--- src/rtl/uart_tx_frame.sv ---
// UART transmitter: start + DATA_BITS (LSB first) + optional parity + STOP_BITS,
// internal baud divider. Define UART_TX_PARITY_EN to insert the parity bit.
module uart_tx_frame #(
  parameter int unsigned CLKS_PER_BIT = 868,
  parameter int unsigned DATA_BITS    = 8,
  parameter int unsigned STOP_BITS    = 1,
  parameter int unsigned PARITY_ODD   = 0
) (
  input  logic                 clk,
  input  logic                 rst,
  input  logic [DATA_BITS-1:0] tx_data,
  input  logic                 tx_valid,
  output logic                 tx_ready,
  output logic                 tx,
  output logic                 busy
);

  localparam int unsigned CNT_W = $clog2(CLKS_PER_BIT);
  localparam int unsigned IDX_W = $clog2(DATA_BITS);
  localparam logic [CNT_W-1:0] CNT_TOP  = CNT_W'(CLKS_PER_BIT - 1);
  localparam logic [IDX_W-1:0] IDX_LAST = IDX_W'(DATA_BITS - 1);

  typedef enum logic [2:0] {
    IDLE,
    START,
    DATA,
`ifdef UART_TX_PARITY_EN
    PARITY,
`endif
    STOP
  } state_t;

  state_t               state;
  logic [CNT_W-1:0]     cnt;
  logic [IDX_W-1:0]     idx;
  logic [DATA_BITS-1:0] shreg;
  logic                 stop_idx;
  logic                 accept;
  logic                 last_stop;
`ifdef UART_TX_PARITY_EN
  logic                 par_bit;
`endif

  assign accept    = tx_valid & tx_ready;
  assign last_stop = (STOP_BITS == 1) || stop_idx;

  always_ff @(posedge clk) begin
    if (rst) begin
      state    <= IDLE;
      cnt      <= '0;
      idx      <= '0;
      shreg    <= '0;
      stop_idx <= 1'b0;
      tx       <= 1'b1;
      busy     <= 1'b0;
      tx_ready <= 1'b0;
`ifdef UART_TX_PARITY_EN
      par_bit  <= 1'b0;
`endif
    end else begin
      tx_ready <= 1'b0;
      case (state)
        IDLE: begin
          tx       <= 1'b1;
          busy     <= 1'b0;
          tx_ready <= 1'b1;
        end
        START: begin
          if (cnt == '0) begin
            state <= DATA;
            cnt   <= CNT_TOP;
            idx   <= '0;
            tx    <= shreg[0];
            shreg <= {1'b0, shreg[DATA_BITS-1:1]};
          end else begin
            cnt <= cnt - 1'b1;
          end
        end
        DATA: begin
          if (cnt == '0) begin
            cnt <= CNT_TOP;
            if (idx == IDX_LAST) begin
`ifdef UART_TX_PARITY_EN
              state <= PARITY;
              tx    <= par_bit;
`else
              state    <= STOP;
              tx       <= 1'b1;
              stop_idx <= 1'b0;
`endif
            end else begin
              idx   <= idx + 1'b1;
              tx    <= shreg[0];
              shreg <= {1'b0, shreg[DATA_BITS-1:1]};
            end
          end else begin
            cnt <= cnt - 1'b1;
          end
        end
`ifdef UART_TX_PARITY_EN
        PARITY: begin
          if (cnt == '0) begin
            state    <= STOP;
            cnt      <= CNT_TOP;
            tx       <= 1'b1;
            stop_idx <= 1'b0;
          end else begin
            cnt <= cnt - 1'b1;
          end
        end
`endif
        STOP: begin
          if (cnt == '0) begin
            if (last_stop) begin
              state    <= IDLE;
              busy     <= 1'b0;
              tx_ready <= 1'b1;
            end else begin
              stop_idx <= 1'b1;
              cnt      <= CNT_TOP;
            end
          end else begin
            cnt      <= cnt - 1'b1;
            tx_ready <= (cnt == CNT_W'(1)) && last_stop;
          end
        end
        default: begin
          state <= IDLE;
          tx    <= 1'b1;
          busy  <= 1'b0;
        end
      endcase

      // Accept only occurs in IDLE or on the last stop cycle; overriding here
      // starts the next frame with no idle gap after the stop bit.
      if (accept) begin
        state    <= START;
        cnt      <= CNT_TOP;
        shreg    <= tx_data;
        tx       <= 1'b0;
        busy     <= 1'b1;
        tx_ready <= 1'b0;
`ifdef UART_TX_PARITY_EN
        par_bit  <= (^tx_data) ^ (PARITY_ODD != 0);
`endif
      end
    end
  end

endmodule

--- config.mk ---
export PLATFORM = sky130hd
export DESIGN_NAME = uart_tx_frame
export DESIGN_NICKNAME = d
export VERILOG_FILES = /design/src/rtl/uart_tx_frame.sv
export SDC_FILE = /design/constraint.sdc
export NUM_CORES = 1
export LEC_CHECK = 0
export CAP_MARGIN = 40
export CORE_MARGIN = 2
export CORE_UTILIZATION = 44
export DETAILED_ROUTE_END_ITERATION = 7
export PLACE_DENSITY = 0.66
export RECOVER_POWER = 100
export SLEW_MARGIN = 20
export SYNTH_ARGS = -nofsm -noshare
export SYNTH_HDL_FRONTEND = slang
export SYNTH_SLANG_ARGS = --single-unit
--- constraint.sdc ---
create_clock -name clk -period 1.6 [get_ports clk]
set_input_delay 0.48 -clock clk [delete_from_list [all_inputs] [get_ports clk]]
set_output_delay 0.48 -clock clk [all_outputs]
set_load 0.02 [all_outputs]
# After elaboration in Yosys (flattened, before gate mapping)
# Cells that the tools add are included.
[totals] mem_count=0 ramBits=0 in_bits=11 reg_bits=27 elab_cells=77 output_inout_bits=3 latch_bits=0 romBits=0
[op_classes] reduce_logical=16 bitwise_logic=2 div_mod_pow=0 add_sub_neg=2 n_lt_le_gt_ge=0 n_eq_ne=20 mul=0 shifts=0 n_mux=28
[ops] operator="2-to-1 mux 8 bit" n=4
[ops] operator="2-to-1 mux 10 bit" n=3
[ops] operator="one-hot mux 10 bit (2 select lines)" n=1
[ops] operator="2-to-1 mux 3 bit" n=6
[ops] operator="!= test 3 bit, second input constant" n=6
[ops] operator="!= test 2 bit, second input constant" n=8
[ops] operator="one-hot mux 8 bit (2 select lines)" n=1
[ops] operator="one-hot mux 3 bit (4 select lines)" n=1
[ops] operator="equality test 10 x 1 -> 1 bit, second input constant" n=1
[ops] operator="logical NOT 10 bit" n=1
[ops] operator="AND reduction 5 bit" n=2
[ops] operator="subtractor 10 x 1 -> 10 bit, second input constant" n=1
[ops] operator="2-to-1 mux 1 bit" n=8
[ops] operator="AND reduction 4 bit" n=2
[ops] operator="equality test 3 x 2 -> 1 bit, second input constant" n=2
[ops] operator="one-hot mux 3 bit (2 select lines)" n=1
[ops] operator="AND reduction 2 bit" n=3
[ops] operator="nonzero test 3 bit" n=2
[ops] operator="one-hot mux 1 bit (2 select lines)" n=2
[ops] operator="nonzero test 2 bit" n=2
[ops] operator="OR reduction 2 bit" n=2
[ops] operator="adder 3 x 1 -> 3 bit, second input constant" n=1
[ops] operator="equality test 3 x 1 -> 1 bit, second input constant" n=1
[ops] operator="equality test 3 bit, second input constant" n=1
[ops] operator="other kinds (6)" n=6

# Longest topological paths before layout
[logic_depth] word_depth=5 mapped_depth=8 ltp_nobuf=6

# Least setup slack after synthesis
# Ideal clock, no wire load.
[synth_path] path_type="register to register" from="register cnt[0]" to="register cnt[9]" setup_time_ns=0.132 arrival_time_ns=1.535 path_stages_with_launch=7 slack_ns=-0.067 required_time_ns=1.468 cell_sequence="dfxtp_1 -> inv_1 -> ha_1 -> clkbuf_1 -> a311oi_1 -> a21boi_0 -> nor3_1"
[synth_between] elab_chain_cells=4 elab_cells_between_ends=8
[synth_rtl] item="from (decl)" line="34" source="logic [CNT_W-1:0] cnt;"
[synth_rtl] item="from (signal assigned)" line="76" source="cnt <= cnt - 1'b1;"
[synth_rtl] item="from (signal assigned)" line="97" source="cnt <= cnt - 1'b1;"
[synth_rtl] item="from (signal assigned)" line="123" source="cnt <= cnt - 1'b1;"
[synth_rtl] item="subtractor 10 x 1 -> 10 bit or logical NOT 10 bit (tied branches)"
[synth_rtl] item="2-to-1 mux 10 bit (on tied branches)" line="113, 69, 80"
[synth_rtl] item="one-hot mux 10 bit (2 select lines)" line="62" source="case (state)"
[synth_rtl] item="2-to-1 mux 10 bit" line="136" source="if (accept) begin"
# Parallel ways exist; a longest one is shown, timed or not. The select of a mux whose other input is x is not followed.
# A chain may end at the register's enable or synchronous reset.

# Worst setup path after layout
[layout_path] from="register cnt[5]" to="register tx"
[layout_between] elab_chain_cells=3 elab_cells_between_ends=4
[layout_rtl] item="logical NOT 10 bit (*)" line="69, 80"
[layout_rtl] item="!= test 3 bit (no line)"
[layout_rtl] item="AND reduction 3 bit (no line) (*)"
[layout_rtl] item="to (signal assigned)" line="73" source="tx <= shreg[0];"
[layout_rtl] item="to (signal assigned)" line="93" source="tx <= shreg[0];"
[layout_rtl] item="to (decl)" line="14" source="output logic tx,"
# Every way passes the cells marked *; elsewhere a longest branch is shown, timed or not.

==> impl_results.md <==
* Run status: complete, no violations
* Filler cell count at between 200 and 300
* Placed insts at approximately 260
* Setup violators final at 0
* Filler-free cell count of the finished design at roughly 270
* GRT Util Overall at 0.200
* CP Max Fanout at 7
* Count of cell types in the netlist at 42
* Number of global-route vias before repair at between 1,000 and 1,500
* Number of sinks handled by clock tree synthesis at 26
* # port buffers at 13
* Estimated wirelength of the detail-placed design at approximately 2600 um
* TritonCTS clock tree: built
* Critical Setup Path Class: reg -> reg
* Detailed-route vias per instance at between 5 and 6
* Global route overflow at 0
* Final hold violations at 0
* Nature of the critical path endpoint: flip-flop
* Area of the mapped netlist at 1480 sq um
* Initial antenna violation count at 0
* First element of the critical path: cnt[5]
* Number of H-tree branching levels at 1
* Startpoint of the most critical hold path: idx[1]
* Maximum clock skew at final layout at about 0.0052 ns
* Startpoint types: flip-flop
* Count of flip-flops with a built-in enable after synthesis at 0
* Drt total wl at between 3000 and 4000 um
* Slew at the pin closest to its max-slew limit at ~0.3 ns
* Area growth syn-to-layout at 36.8%
* Final layout net count at 240
* Clock edge transition at the registers on the reported setup and hold paths at 0.14 ns
* Largest buffer count on any clock path at 2
* 1st-pass router iterations at 4
* Most frequent standard cell in the layout excluding fill and tap cells: sky130_fd_sc_hd__buf_4
* Required time of the critical path at around 1.8 ns
* Slew margin rel. at 0.801
* Clock buffer count from CTS at 3
* Floorplan die width at 62.0 um
* Die Height at 62.0 um
* DR DRC count at 0
* Yosys warns at 0
* Largest net degree at the start of global routing at 23
* Data arrival at the endpoint of the critical path at 1.78 ns
* Proportion of synthesized chip area in sequential cells at 0.352
* Pwr/cell area at ~1100 nW/um^2
* Mean cell area of the mapped netlist at 8.26 sq um
* Main synth FF type: sky130_fd_sc_hd__dfxtp_1
* Number of placement rows at 21
* Sum of internal, switching and leakage power at ~2.2 mW
* Peak clock frequency supported by timing at between 600 and 700 MHz
* Final antenna-violating net count at 0
* Num ports at 14
* Latest clock arrival within the worst-skew pair at between 0.3 and 0.4 ns
* Die area at ~3800 sq um
* Crit path time final at roughly 1.6 ns
* Highest-count cells in the layout ignoring fill and taps: sky130_fd_sc_hd__buf_4, sky130_fd_sc_hd__dfxtp_1, sky130_fd_sc_hd__nor2_1
* Final weighted congestion of routability-driven global placement at around 0.86
* Final worst path period share at 0.970
* Total core area at approximately 3300 sq um
* Number of violations of the max-capacitance limit at 0
* Global-route wire length before repair at around 5800 um
* Via count at ~1,500
* Share of final-layout standard cells stronger than drive strength 1 at 0.306
* Starting DRT DRC Count at 93
* Ant diodes at 0
* Worst hold-check slack at around 0.50 ns
* Number of slew-limit violations in the final report at 0
* Critical R2R Launch: cnt[5]
* Starting utilization of the core area at 0.450
* Post-synthesis register bit count at 26
* Cells after synthesis at ~180
* Min-Delay Path Class: reg -> reg
* Worst VDD drop at around 610 uV
* Detail-routed net length per standard cell at roughly 14 um
* Post-synthesis async set-or-reset flop share at 0
* Syn nets at between 150 and 200
* RSZ-0062 raised after global routing: true
* Library cell used as clock root buffer: sky130_fd_sc_hd__clkbuf_4
* Leakage Power at between 0.7 and 0.8 nW
* Number of hold buffers added after cts at 0
==> area by class of cell <==
| cell class | instances | area, sq um | share of cell area |
|---|---|---|---|
| Sequential cell | 26 | 527 | 0.261 |
| Clock buffer | 3 | 22.5 | 0.0111 |
| Multi-Input combinational cell | 137 | 981 | 0.485 |
| Inverter | 5 | 18.8 | 0.00928 |
| Timing Repair Buffer | 47 | 385 | 0.191 |
| Tap cell | 46 | 57.6 | 0.0285 |
| Clock inverter | 1 | 30.0 | 0.0149 |
==> where the power goes <==
group	switching [mW]	internal [mW]	leakage, nW	total (mW)
combinational	0.514	0.483	0.518	0.997
clock	0.197	0.253	0.0279	0.450
sequential	0.0556	0.719	0.215	0.774
==> layer usage <==
metal / up-vias / global-route usage / wire length (um)
met1: 718 / 0.241 / 1670
met5: - / 0 / 0
met4: 0 / 0.0821 / 50
met2: 33 / 0.356 / 2000
li1: 756 / - / -
met3: 6 / 0.0269 / 119
==> synth_stat cells (2+ instances only) <==
cell	number	area share
sky130_fd_sc_hd__o211ai_1	2	0.010
sky130_fd_sc_hd__a311oi_1	8	0.047
sky130_fd_sc_hd__nand4_1	4	0.017
sky130_fd_sc_hd__o21a_1	3	0.015
sky130_fd_sc_hd__dfxtp_1	26	0.35
sky130_fd_sc_hd__o21ai_0	10	0.034
sky130_fd_sc_hd__a21oi_1	13	0.044
sky130_fd_sc_hd__nor4_4	2	0.029
sky130_fd_sc_hd__o22ai_1	5	0.021
sky130_fd_sc_hd__nand2_1	11	0.028
sky130_fd_sc_hd__a31oi_1	4	0.017
sky130_fd_sc_hd__clkbuf_1	10	0.025
sky130_fd_sc_hd__nor3_1	10	0.034
sky130_fd_sc_hd__nor2_1	14	0.036
sky130_fd_sc_hd__or3_1	2	0.0085
sky130_fd_sc_hd__a31o_2	2	0.012
sky130_fd_sc_hd__inv_1	5	0.013
sky130_fd_sc_hd__nand3_1	12	0.041
sky130_fd_sc_hd__ha_1	9	0.076
sky130_fd_sc_hd__a211oi_1	3	0.015
sky130_fd_sc_hd__o21ai_1	3	0.010
==> cell families (layout without fill, tap and decap cells) <==
logic type / count (synthesis) / in the layout / synth area share
xor+xnor: 1 / 1 / 0.00593
flops: 26 / 26 / 0.352
fa+ha+maj: 9 / 9 / 0.0762
simple gates: 67 / 68 / 0.256
buf+inv: 17 / 56 / 0.0516
compound gates: 59 / 59 / 0.258
==> flip-flops by register name, summed over array words and instances, names as in the netlist <==
name,flops
shreg,8
busy,1
tx,1
cnt,10
tx_ready,1
state,2
idx,3
==> path summary, 6_finish.rpt <==
path / cells past startpoint / slack [ns] / to
setup / recovery: 6 / 0.05 / tx
hold / removal: 2 / 0.50 / idx[1]
setup reg to reg: 6 / 0.05 / tx
hold reg to reg: 2 / 0.50 / idx[1]
==> per-stage QoR <==
stage                      util  TNS (ns)  instance area [sq um]  setup slack [ns]
after detailed placement  0.559     -1.76                   1840            -0.268
after global routing      0.616   -0.0702                   2020           -0.0235
after floorplan               -         0                   1490           0.00124
after global placement    0.559     -1.63                   1840            -0.248
after CTS                 0.579         0                   1900           0.00278
final                     0.616         0                   2020            0.0487
==> critical path: stages (launching register included) <==
cell and delay (ns):
sky130_fd_sc_hd__dfxtp_2 0.36, sky130_fd_sc_hd__nor4_4 0.29, sky130_fd_sc_hd__buf_6 0.16, sky130_fd_sc_hd__buf_4 0.14, sky130_fd_sc_hd__and4_2 0.21, sky130_fd_sc_hd__o21ai_1 0.06
sky130_fd_sc_hd__a31o_2 0.23
==> what timing repair did <==
action,in CTS,in global routing
pin swaps,0,6
cloned,0,1
buffers inserted,0,5
resized for setup,8,20
endpoints found under the setup margin,8,21
Note: power is estimated with default switching activity, not from simulation.
